===== src/rtl/btn_ctrl_pkg.sv =====
// Shared constants for the push-button front end: default sizing and
// direction channel indices. Opposite directions occupy pairs (2k, 2k+1).
package btn_ctrl_pkg;

  localparam int unsigned DEFAULT_NUM_BTNS        = 32'd4;
  localparam int unsigned DEFAULT_DEBOUNCE_CYCLES = 32'd1000000;

  localparam int unsigned BTN_UP    = 32'd0;
  localparam int unsigned BTN_DOWN  = 32'd1;
  localparam int unsigned BTN_LEFT  = 32'd2;
  localparam int unsigned BTN_RIGHT = 32'd3;

  // Opposite channel of idx: the other member of its (2k, 2k+1) pair.
  function automatic int unsigned opp_idx(input int unsigned idx);
    return idx ^ 32'd1;
  endfunction

endpackage


===== src/rtl/btn_debounce.sv =====
// One button channel: 2-flop synchroniser, counter debounce, debounced level
// and a one-cycle pulse on each accepted 0->1 transition.
module btn_debounce
  import btn_ctrl_pkg::*;
#(
  parameter int unsigned DEBOUNCE_CYCLES = DEFAULT_DEBOUNCE_CYCLES
) (
  input  logic clk,
  input  logic reset,
  input  logic btn_in,
  output logic btn_level,
  output logic btn_press
);

  localparam int unsigned      CNT_W    = $clog2(DEBOUNCE_CYCLES + 32'd1);
  localparam logic [CNT_W-1:0] CNT_LAST = CNT_W'(DEBOUNCE_CYCLES - 32'd1);

  logic             sync1_q, sync1_d;
  logic             sync2_q, sync2_d;
  logic [CNT_W-1:0] cnt_q, cnt_d;
  logic             level_q, level_d;
  logic             press_q, press_d;

  // Any cycle where the synchronised input matches the accepted level restarts the count.
  always_comb begin
    sync1_d = btn_in;
    sync2_d = sync1_q;
    cnt_d   = cnt_q;
    level_d = level_q;
    press_d = 1'b0;
    if (sync2_q == level_q) begin
      cnt_d = '0;
    end else if (cnt_q == CNT_LAST) begin
      level_d = sync2_q;
      cnt_d   = '0;
      press_d = sync2_q;
    end else begin
      cnt_d = cnt_q + CNT_W'(1);
    end
  end

  always_ff @(posedge clk or posedge reset) begin
    if (reset) begin
      sync1_q <= 1'b0;
      sync2_q <= 1'b0;
      cnt_q   <= '0;
      level_q <= 1'b0;
      press_q <= 1'b0;
    end else begin
      sync1_q <= sync1_d;
      sync2_q <= sync2_d;
      cnt_q   <= cnt_d;
      level_q <= level_d;
      press_q <= press_d;
    end
  end

  assign btn_level = level_q;
  assign btn_press = press_q;

endmodule


===== src/rtl/button_input_ctrl.sv =====
// N-channel button front end with lowest-index-wins latched selection.
// Define REVERSE_BLOCK_EN to ignore presses of the current selection's opposite.
module button_input_ctrl
  import btn_ctrl_pkg::*;
#(
  parameter int unsigned NUM_BTNS        = DEFAULT_NUM_BTNS,
  parameter int unsigned DEBOUNCE_CYCLES = DEFAULT_DEBOUNCE_CYCLES
) (
  input  logic                clk,
  input  logic                reset,
  input  logic [NUM_BTNS-1:0] btn_in,
  output logic [NUM_BTNS-1:0] btn_level,
  output logic [NUM_BTNS-1:0] btn_press,
  output logic [NUM_BTNS-1:0] sel_onehot,
  output logic                sel_valid,
  output logic                sel_update
);

  logic [NUM_BTNS-1:0] level_s;
  logic [NUM_BTNS-1:0] press_s;
  logic [NUM_BTNS-1:0] blocked_s;
  logic [NUM_BTNS-1:0] eligible_s;
  logic [NUM_BTNS-1:0] winner_s;

  logic [NUM_BTNS-1:0] sel_onehot_q, sel_onehot_d;
  logic                sel_valid_q, sel_valid_d;
  logic                sel_update_q, sel_update_d;

  if (NUM_BTNS < 32'd1) begin : g_bad_num_btns
    $error("button_input_ctrl: NUM_BTNS must be >= 1");
  end
  if (DEBOUNCE_CYCLES < 32'd1) begin : g_bad_debounce
    $error("button_input_ctrl: DEBOUNCE_CYCLES must be >= 1");
  end

  for (genvar i = 0; i < NUM_BTNS; i++) begin : g_chan
    btn_debounce #(
      .DEBOUNCE_CYCLES(DEBOUNCE_CYCLES)
    ) u_debounce (
      .clk      (clk),
      .reset    (reset),
      .btn_in   (btn_in[i]),
      .btn_level(level_s[i]),
      .btn_press(press_s[i])
    );
  end

`ifdef REVERSE_BLOCK_EN
  if ((NUM_BTNS % 32'd2) != 32'd0) begin : g_bad_pairing
    $error("button_input_ctrl: NUM_BTNS must be even with REVERSE_BLOCK_EN");
  end
  // A channel is blocked while its pair partner is the current selection.
  for (genvar i = 0; i < NUM_BTNS; i++) begin : g_block
    assign blocked_s[i] = sel_onehot_q[opp_idx(i)];
  end
`else
  assign blocked_s = '0;
`endif

  assign eligible_s = press_s & ~blocked_s;
  // Two's-complement trick isolates the lowest set bit.
  assign winner_s   = eligible_s & (~eligible_s + NUM_BTNS'(1));

  // Latch the winner; releases and idle cycles leave the selection untouched.
  always_comb begin
    sel_onehot_d = sel_onehot_q;
    sel_valid_d  = sel_valid_q;
    sel_update_d = 1'b0;
    if (eligible_s != '0) begin
      sel_onehot_d = winner_s;
      sel_valid_d  = 1'b1;
      sel_update_d = 1'b1;
    end else begin
      sel_update_d = 1'b0;
    end
  end

  always_ff @(posedge clk or posedge reset) begin
    if (reset) begin
      sel_onehot_q <= '0;
      sel_valid_q  <= 1'b0;
      sel_update_q <= 1'b0;
    end else begin
      sel_onehot_q <= sel_onehot_d;
      sel_valid_q  <= sel_valid_d;
      sel_update_q <= sel_update_d;
    end
  end

  assign btn_level  = level_s;
  assign btn_press  = press_s;
  assign sel_onehot = sel_onehot_q;
  assign sel_valid  = sel_valid_q;
  assign sel_update = sel_update_q;

endmodule


===== config.mk =====
export PLATFORM = sky130hd
export DESIGN_NAME = button_input_ctrl
export DESIGN_NICKNAME = d
export VERILOG_FILES = /design/src/rtl/btn_ctrl_pkg.sv /design/src/rtl/btn_debounce.sv /design/src/rtl/button_input_ctrl.sv
export SDC_FILE = /design/constraint.sdc
export NUM_CORES = 1
export LEC_CHECK = 0
export CORE_ASPECT_RATIO = 0.9
export CORE_UTILIZATION = 50
export CTS_CLUSTER_DIAMETER = 200
export CTS_CLUSTER_SIZE = 30
export DETAILED_ROUTE_END_ITERATION = 8
export GPL_ROUTABILITY_DRIVEN = 1
export PLACE_DENSITY = 0.68
export SLEW_MARGIN = 20
export SYNTH_ARGS = -nofsm -noshare
export SYNTH_HDL_FRONTEND = slang
export SYNTH_SLANG_ARGS = --single-unit

===== constraint.sdc =====
create_clock -name clk -period 9.7 [get_ports clk]
set_clock_uncertainty 0.1 [all_clocks]
set_input_delay 1.455 -clock clk [delete_from_list [all_inputs] [get_ports clk]]
set_output_delay 1.455 -clock clk [all_outputs]
set_load 0.05 [all_outputs]

==> results_tabular.tex, run 1 <==
\begin{tabular}{lr}
\hline
Metric & Value \\
\hline
\multicolumn{2}{l}{\textbf{Floorplanning}} \\
\quad Floorplan core area & 9250 um\^{}2 \\
\quad Horizontal die dimension & 106 um \\
\quad Site row count & 33 \\
\quad Top-Level Pins & 20 \\
\quad Area of the die & approximately 10000 um\^{}2 \\
\quad Die outline height & 95.3 um \\
\quad Initial cell density of the core & 0.523 \\
\multicolumn{2}{l}{\textbf{Placed design}} \\
\quad Count of port buffers added during placement & 19 \\
\quad Placer's final routability congestion estimate & roughly 0.86 \\
\quad Detailed-placement wirelength estimate & between 6000 and 7000 um \\
\quad Placed Cells & 600 \\
\multicolumn{2}{l}{\textbf{Clocking}} \\
\quad CTS Root Buffer Type & sky130\_fd\_sc\_hd\_\_clkbuf\_8 \\
\quad Source-to-sink clock delay at the later pin of the worst-skew pair & 370 ps \\
\quad Total number of H-tree levels & 3 \\
\quad Number of cells upsized or downsized after cts & 0 \\
\quad TritonCTS Sinks & slightly above 100 \\
\quad TritonCTS clock tree & yes \\
\quad Clock Pin Slew Worst Setup and Hold Paths & roughly 90 ps \\
\quad Buffers inserted during post-CTS setup optimization & 0 \\
\quad Number of buffers added by the clock tree synthesis step & 9 \\
\quad Buffer levels on the longest clock path & 2 \\
\quad CTS hold repair buffers & 0 \\
\multicolumn{2}{l}{\textbf{Flow run}} \\
\quad Max-capacitance violation count & 0 \\
\multicolumn{2}{l}{\textbf{Timing}} \\
\quad Timing-limited maximum frequency & a little over 300 MHz \\
\quad Slew margin rel. & 0.370 \\
\quad Share of the clock period used by the worst path after layout & 0.334 \\
\quad Setup violators final & 0 \\
\quad Count of endpoints failing hold in the final timing report & 0 \\
\quad Setup TNS & 0 ps \\
\quad RSZ-0062 raised after global routing & no \\
\quad Max-slew violation total from the final report & 0 \\
\quad Clock period minus worst slack & between 3000 and 4000 ps \\
\quad Transition time at the pin with the least slew margin & between 900 and 1000 ps \\
\multicolumn{2}{l}{\textbf{Worst setup path}} \\
\quad Critical path's slowest cell & sky130\_fd\_sc\_hd\_\_clkdlybuf4s50\_1 \\
\quad R2r worst-path depth & 6 \\
\quad Type of destination of the critical path & primary output \\
\quad Cell family with most CP delay & buffers and inverters \\
\quad Category of the worst setup path launch point & register \\
\quad End of the worst register-to-register path & g\_chan[3].u\_debounce.cnt\_q[18]\$\_DFF\_PP0\_ \\
\quad Maximum fanout encountered on the critical timing path & 6 \\
\quad Crit Path Class & register to primary output \\
\quad Critical path buffers and inverters & 1 \\
\quad Largest stage delay, worst path & 840 ps \\
\quad Reg2Reg Launch Point & g\_chan[3].u\_debounce.cnt\_q[0]\$\_DFF\_PP0\_ \\
\quad Worst Path Required & 8150 ps \\
\quad Data arrival time of the worst path & 1690 ps \\
\quad Chain of cells forming the critical path & clkdlybuf4s50\_1 \\
\quad Setup slack on the worst flop-to-flop path & around 7400 ps \\
\multicolumn{2}{l}{\textbf{Global route}} \\
\quad First-pass GRT wire length & between 15000 and 20000 um \\
\quad Initial antenna violation count & 0 \\
\quad Largest net degree at the start of global routing & a little over 80 \\
\quad Total routing usage reported by global routing & 0.197 \\
\quad Via count of the first global-routing pass & $\sim$3200 \\
\quad Overall overflow remaining after global route & 0 \\
\multicolumn{2}{l}{\textbf{Synth}} \\
\quad Syn Inst Count & between 400 and 500 \\
\quad Cell types occupying the most area after synthesis & sky130\_fd\_sc\_hd\_\_dfrtp\_1 53\%, sky130\_fd\_sc\_hd\_\_xnor2\_1 6.5\%, sky130\_fd\_sc\_hd\_\_nor2\_1 5.4\% \\
\quad Average instance area after synthesis & just over 10 um\^{}2 \\
\quad Syn. warnings & 0 \\
\quad Post-synthesis instance area & 4840 um\^{}2 \\
\quad Leading area contributor after synthesis & sky130\_fd\_sc\_hd\_\_dfrtp\_1 \\
\quad Fraction of post-synthesis cell area in the top cell type by area & 0.527 \\
\quad Seq cells post-synth & just over 100 \\
\quad Dominant register cell in the synthesized netlist & sky130\_fd\_sc\_hd\_\_dfrtp\_1 \\
\quad Post-synth EDFFs & 0 \\
\quad Sequential-to-total area share from yosys stat & 0.527 \\
\quad Share of async-settable or async-resettable flops after synthesis & 1.00 \\
\quad Count of distinct cell types in the synthesized netlist & 41 \\
\quad Syn Nets & around 490 \\
\multicolumn{2}{l}{\textbf{Run status}} \\
\quad Run status & completed \\
\multicolumn{2}{l}{\textbf{Final layout}} \\
\quad Leading cell type in the layout, fill and taps excluded & sky130\_fd\_sc\_hd\_\_dfrtp\_1 \\
\quad Post-Layout Cell Count & 616 \\
\quad Area growth from synthesis to layout & 10.4\% \\
\quad Leading cell types in the layout, fill and taps excluded & 102 x sky130\_fd\_sc\_hd\_\_dfrtp\_1, 70 x sky130\_fd\_sc\_hd\_\_nor2\_1, 36 x sky130\_fd\_sc\_hd\_\_xnor2\_1, 26 x sky130\_fd\_sc\_hd\_\_nand2\_1, 26 x sky130\_fd\_sc\_hd\_\_nand3\_1 \\
\quad Share of final-layout standard cells stronger than drive strength 1 & 0.0688 \\
\quad Nets@finish & 500 \\
\quad Diodes inserted & 0 \\
\multicolumn{2}{l}{\textbf{Route}} \\
\quad Average wire per cell in the routed design & approximately 15 um \\
\quad Avg Vias per Cell & about 5.5 \\
\quad Detailed Routing Iterations Pass 1 & 5 \\
\quad Remaining routing DRC violations & 0 \\
\quad Iteration-0 DRC Markers & 100 \\
\quad Total vias in the final route & approximately 3400 \\
\quad Total detailed-routing wirelength & 8940 um \\
\quad Count of antenna-violating nets left after detailed routing & 0 \\
\multicolumn{2}{l}{\textbf{Power}} \\
\quad Worst ir drop on vdd & 0.0778 mV \\
\quad Power density over cell area & $\sim$140 nW/um\^{}2 \\
\quad Leakage dissipation & 2.17 nW \\
\multicolumn{2}{l}{\textbf{Min path}} \\
\quad Startpoint of the most critical hold path & g\_chan[2].u\_debounce.sync1\_q\$\_DFF\_PP0\_ \\
\quad Worst min-delay path class & register to register \\
\quad Number of cells traversed by the worst hold path & 0 \\
\quad Capture endpoint of the worst hold path & g\_chan[2].u\_debounce.sync2\_q\$\_DFF\_PP0\_ \\
\hline
\end{tabular}
-- area by class of cell --
cell class                 instances  area (um^2)
clock inverter                     4         72.6
fill                             808         3910
sequential                       102         2550
multi-input combinational        339         2130
inverter                          14         55.1
timing repair buffer              24          248
tap                              122          153
clock buffer                      11          131
-- Yosys cell counts (11+ instances only) --
library cell,instances
sky130_fd_sc_hd__a21oi_1,18
sky130_fd_sc_hd__o21ai_0,13
sky130_fd_sc_hd__nor4_1,17
sky130_fd_sc_hd__dfrtp_1,102
sky130_fd_sc_hd__xnor2_1,36
sky130_fd_sc_hd__nand2_1,26
sky130_fd_sc_hd__nor3_1,14
sky130_fd_sc_hd__clkbuf_1,11
sky130_fd_sc_hd__nor2_1,70
sky130_fd_sc_hd__xor2_1,23
sky130_fd_sc_hd__inv_1,14
sky130_fd_sc_hd__nand4_1,19
sky130_fd_sc_hd__nand3_1,26
-- sequential cells by signal, summed over array words and instances, names as in the netlist --
register,cells
sel_valid,1
sel_onehot,4
g_chan.u_debounce.cnt_q,80
g_chan.u_debounce.btn_level,4
sel_update,1
g_chan.u_debounce.sync2_q,4
g_chan.u_debounce.sync1_q,4
g_chan.u_debounce.btn_press,4
-- worst max-delay path by stage --
stage,from,to,slack [ps],cells after the start
2_1_floorplan,reset,g_chan[0].u_debounce.btn_level$_DFFE_PP0P_,5470,1
3_3_place_gp,reset,g_chan[2].u_debounce.cnt_q[12]$_DFF_PP0_,6490,3
3_5_place_dp,reset,g_chan[2].u_debounce.cnt_q[19]$_DFF_PP0_,6450,3
4_1_cts,g_chan[0].u_debounce.btn_press$_DFF_PP0_,btn_press[0],6430,1
5_1_grt,g_chan[0].u_debounce.btn_press$_DFF_PP0_,btn_press[0],6380,1
6_report,g_chan[0].u_debounce.btn_press$_DFF_PP0_,btn_press[0],6460,1
-- report_power, final --
group	internal [mW]	leakage (nW)	switching, mW
Combinational	0.00931	0.671	0.0182
Clock	0.144	0.0994	0.141
Sequential	0.431	1.40	0.00455
-- cells by family (layout without fill, tap and decap cells) --
| group | after synthesis | count (layout) | synth area share |
|---|---|---|---|
| AOI/OAI and AO/OA | 40 | 40 | 0.0502 |
| DFF | 102 | 102 | 0.527 |
| adders and majority gates | 4 | 4 | 0.0103 |
| muxes | 4 | 4 | 0.0101 |
| and+or+nand+nor | 232 | 232 | 0.260 |
| xor gates and xnor gates | 59 | 59 | 0.107 |
| buffers and inverters | 36 | 53 | 0.0354 |
-- per-stage QoR --
stage	util	hold slack, ps	total power [mW]	instance area (um^2)	worst slack (ps)
floorplan	-	231	0.461	4840	5470
global placement	0.553	234	0.470	5110	6490
detailed placement	0.553	242	0.470	5110	6450
CTS	0.575	256	0.757	5320	6430
global route	0.578	257	0.778	5340	6380
finish	0.578	248	0.747	5340	6460
-- per-layer routing --
metal,vias up,GRT usage,wire (um)
met5,-,0,0
met4,0,0.0660,125
met3,9,0.0506,269
met2,40,0.300,4040
met1,1649,0.277,4510
li1,1700,-,-
No activity file was read; power rests on OpenSTA's default activity.
==> inputs of run 2 (changes only) <==
Settings changed: PLACE_DENSITY 0.68 to 0.7.
Clock period 9.7 ns to 2.95 ns, I/O delays scaled along.
==> results_tabular.tex, run 2 (synthesis results as in run 1) <==
\begin{tabular}{lr}
\hline
Metric & Value \\
\hline
\multicolumn{2}{l}{\textbf{Flow run}} \\
\quad Max-capacitance violation count & 0 \\
\multicolumn{2}{l}{\textbf{Worst setup path}} \\
\quad Data arrival time of the worst path & approximately 1700 ps \\
\quad Critical path buffers and inverters & 1 \\
\quad Chain of cells forming the critical path & clkdlybuf4s50\_1 \\
\quad Category of the worst setup path launch point & register \\
\quad Largest stage delay, worst path & 840 ps \\
\quad Worst Path Required & 2410 ps \\
\quad Type of destination of the critical path & primary output \\
\quad Maximum fanout encountered on the critical timing path & 4 \\
\quad Critical path's slowest cell & sky130\_fd\_sc\_hd\_\_clkdlybuf4s50\_1 \\
\quad Crit Path Class & register to primary output \\
\quad Cell family with most CP delay & buffers and inverters \\
\multicolumn{2}{l}{\textbf{Route}} \\
\quad Iteration-0 DRC Markers & $\sim$120 \\
\quad Avg Vias per Cell & about 5.5 \\
\quad Count of antenna-violating nets left after detailed routing & 0 \\
\quad Total vias in the final route & 3424 \\
\quad Average wire per cell in the routed design & between 10 and 15 um \\
\quad Detailed Routing Iterations Pass 1 & 5 \\
\quad Remaining routing DRC violations & 0 \\
\quad Total detailed-routing wirelength & 8670 um \\
\multicolumn{2}{l}{\textbf{Clocking}} \\
\quad Buffers inserted during post-CTS setup optimization & 0 \\
\quad Source-to-sink clock delay at the later pin of the worst-skew pair & roughly 370 ps \\
\quad TritonCTS clock tree & yes \\
\quad Clock Pin Slew Worst Setup and Hold Paths & approximately 100 ps \\
\quad CTS hold repair buffers & 0 \\
\quad Total number of H-tree levels & 3 \\
\quad TritonCTS Sinks & about 100 \\
\quad Number of cells upsized or downsized after cts & 0 \\
\quad Buffer levels on the longest clock path & 2 \\
\quad CTS Root Buffer Type & sky130\_fd\_sc\_hd\_\_clkbuf\_8 \\
\quad Number of buffers added by the clock tree synthesis step & 9 \\
\multicolumn{2}{l}{\textbf{Timing}} \\
\quad Share of the clock period used by the worst path after layout & 0.754 \\
\quad Count of endpoints failing hold in the final timing report & 0 \\
\quad Setup TNS & 0 ps \\
\quad Setup violators final & 0 \\
\quad Slew margin rel. & 0.494 \\
\quad Transition time at the pin with the least slew margin & around 760 ps \\
\quad Worst hold margin & approximately 260 ps \\
\quad Timing-limited maximum frequency & 450 MHz \\
\quad RSZ-0062 raised after global routing & no \\
\quad Max-slew violation total from the final report & 0 \\
\quad Clock period minus worst slack & 2220 ps \\
\multicolumn{2}{l}{\textbf{Final layout}} \\
\quad Max FFs per register & 80 \\
\quad Leading cell type in the layout, fill and taps excluded & sky130\_fd\_sc\_hd\_\_dfrtp\_1 \\
\quad Nets@finish & about 500 \\
\quad Share of final-layout standard cells stronger than drive strength 1 & 0.0765 \\
\quad Largest Register & g\_chan.u\_debounce.cnt\_q \\
\quad Area growth from synthesis to layout & 10.8\% \\
\quad Diodes inserted & 0 \\
\quad Leading cell types in the layout, fill and taps excluded & 102 x sky130\_fd\_sc\_hd\_\_dfrtp\_1, 70 x sky130\_fd\_sc\_hd\_\_nor2\_1, 36 x sky130\_fd\_sc\_hd\_\_xnor2\_1, 26 x sky130\_fd\_sc\_hd\_\_nand2\_1, 26 x sky130\_fd\_sc\_hd\_\_nand3\_1 \\
\multicolumn{2}{l}{\textbf{Power}} \\
\quad Leakage dissipation & between 2 and 2.5 nW \\
\quad Clock share of power & 0.371 \\
\quad Sw Share & 0.222 \\
\quad Internal power contribution & 1.88 mW \\
\quad Switching power & 0.538 mW \\
\quad Proportion of power drawn by flip-flops and latches & 0.591 \\
\quad Power density over cell area & 452 nW/um\^{}2 \\
\quad Worst ir drop on vdd & approximately 0.31 mV \\
\quad Combinational cell fraction of total power & 0.038 \\
\multicolumn{2}{l}{\textbf{Global route}} \\
\quad Overall overflow remaining after global route & 0 \\
\quad Routing usage on met2 & 0.307 \\
\quad First-pass GRT wire length & 15200 um \\
\quad M3 GR Usage & 0.0431 \\
\quad Routing usage on met1 & 0.259 \\
\quad Initial antenna violation count & 0 \\
\quad Via count of the first global-routing pass & $\sim$3300 \\
\quad Largest net degree at the start of global routing & 35 \\
\quad Peak-usage layer in the global routing report & met2 \\
\quad Total routing usage reported by global routing & 0.191 \\
\multicolumn{2}{l}{\textbf{Floorplanning}} \\
\quad Die outline height & between 90 and 100 um \\
\quad Site row count & 33 \\
\quad Floorplan core area & between 9000 and 10000 um\^{}2 \\
\quad Initial cell density of the core & 0.523 \\
\quad Top-Level Pins & 20 \\
\quad Horizontal die dimension & between 100 and 150 um \\
\quad Area of the die & about 10000 um\^{}2 \\
\multicolumn{2}{l}{\textbf{Min path}} \\
\quad Worst min-delay path class & register to register \\
\multicolumn{2}{l}{\textbf{Placed design}} \\
\quad Placer's final routability congestion estimate & about 0.83 \\
\quad Count of port buffers added during placement & 19 \\
\quad Detailed-placement wirelength estimate & between 5000 and 6000 um \\
\multicolumn{2}{l}{\textbf{Run status}} \\
\quad Run status & completed \\
\hline
\end{tabular}
[run 2: power groups by stage]
| stage | clock network [mW] | registers (mW) | logic, mW |
|---|---|---|---|
| 3_3_place_gp | 0 | 1.46 | 0.0939 |
| 5_1_grt | 0.982 | 1.43 | 0.109 |
| 4_1_cts | 0.927 | 1.43 | 0.0959 |
| 6_report | 0.898 | 1.43 | 0.0924 |
| 3_5_place_dp | 0 | 1.46 | 0.0955 |
| 2_1_floorplan | 0 | 1.46 | 0.0617 |
[run 2: metrics by stage]
stage	area (um^2)	setup WS (ps)	utilization	cells	total power, mW
after floorplan	4840	1000	-	477	1.52
after global placement	5160	887	0.558	603	1.55
after detailed placement	5160	835	0.558	603	1.55
after CTS	5360	709	0.580	619	2.45
after global routing	5360	678	0.580	619	2.53
final	5360	725	0.580	619	2.42
[run 2: per-layer routing]
layer / up-vias / wire [um]
met4: 0 / 112
met5: - / 0
li1: 1705 / -
met1: 1654 / 4250
met2: 56 / 4020
met3: 9 / 286
[run 2: worst paths after layout]
check | slack, ps | endpoint | from | cells past startpoint
max in group asynchronous | 1690 | g_chan[3].u_debounce.cnt_q[7]$_DFF_PP0_ | reset | 3
min reg2reg | 260 | g_chan[0].u_debounce.sync2_q$_DFF_PP0_ | g_chan[0].u_debounce.sync1_q$_DFF_PP0_ | 0
min | 260 | g_chan[0].u_debounce.sync2_q$_DFF_PP0_ | g_chan[0].u_debounce.sync1_q$_DFF_PP0_ | 0
max | 730 | btn_press[3] | g_chan[3].u_debounce.btn_press$_DFF_PP0_ | 1
min in group asynchronous | 450 | g_chan[3].u_debounce.cnt_q[15]$_DFF_PP0_ | reset | 2
max reg2reg | 810 | g_chan[1].u_debounce.cnt_q[17]$_DFF_PP0_ | g_chan[1].u_debounce.cnt_q[2]$_DFF_PP0_ | 4
[run 2: final cells by class]
type	instances	area, um^2
fillers	807	3890
flip-flops and latches	102	2550
multi-input cells	339	2130
repair buffers	26	268
clock buffers	12	155
well taps	122	153
inverters	14	56.3
clock inverters	4	45.0
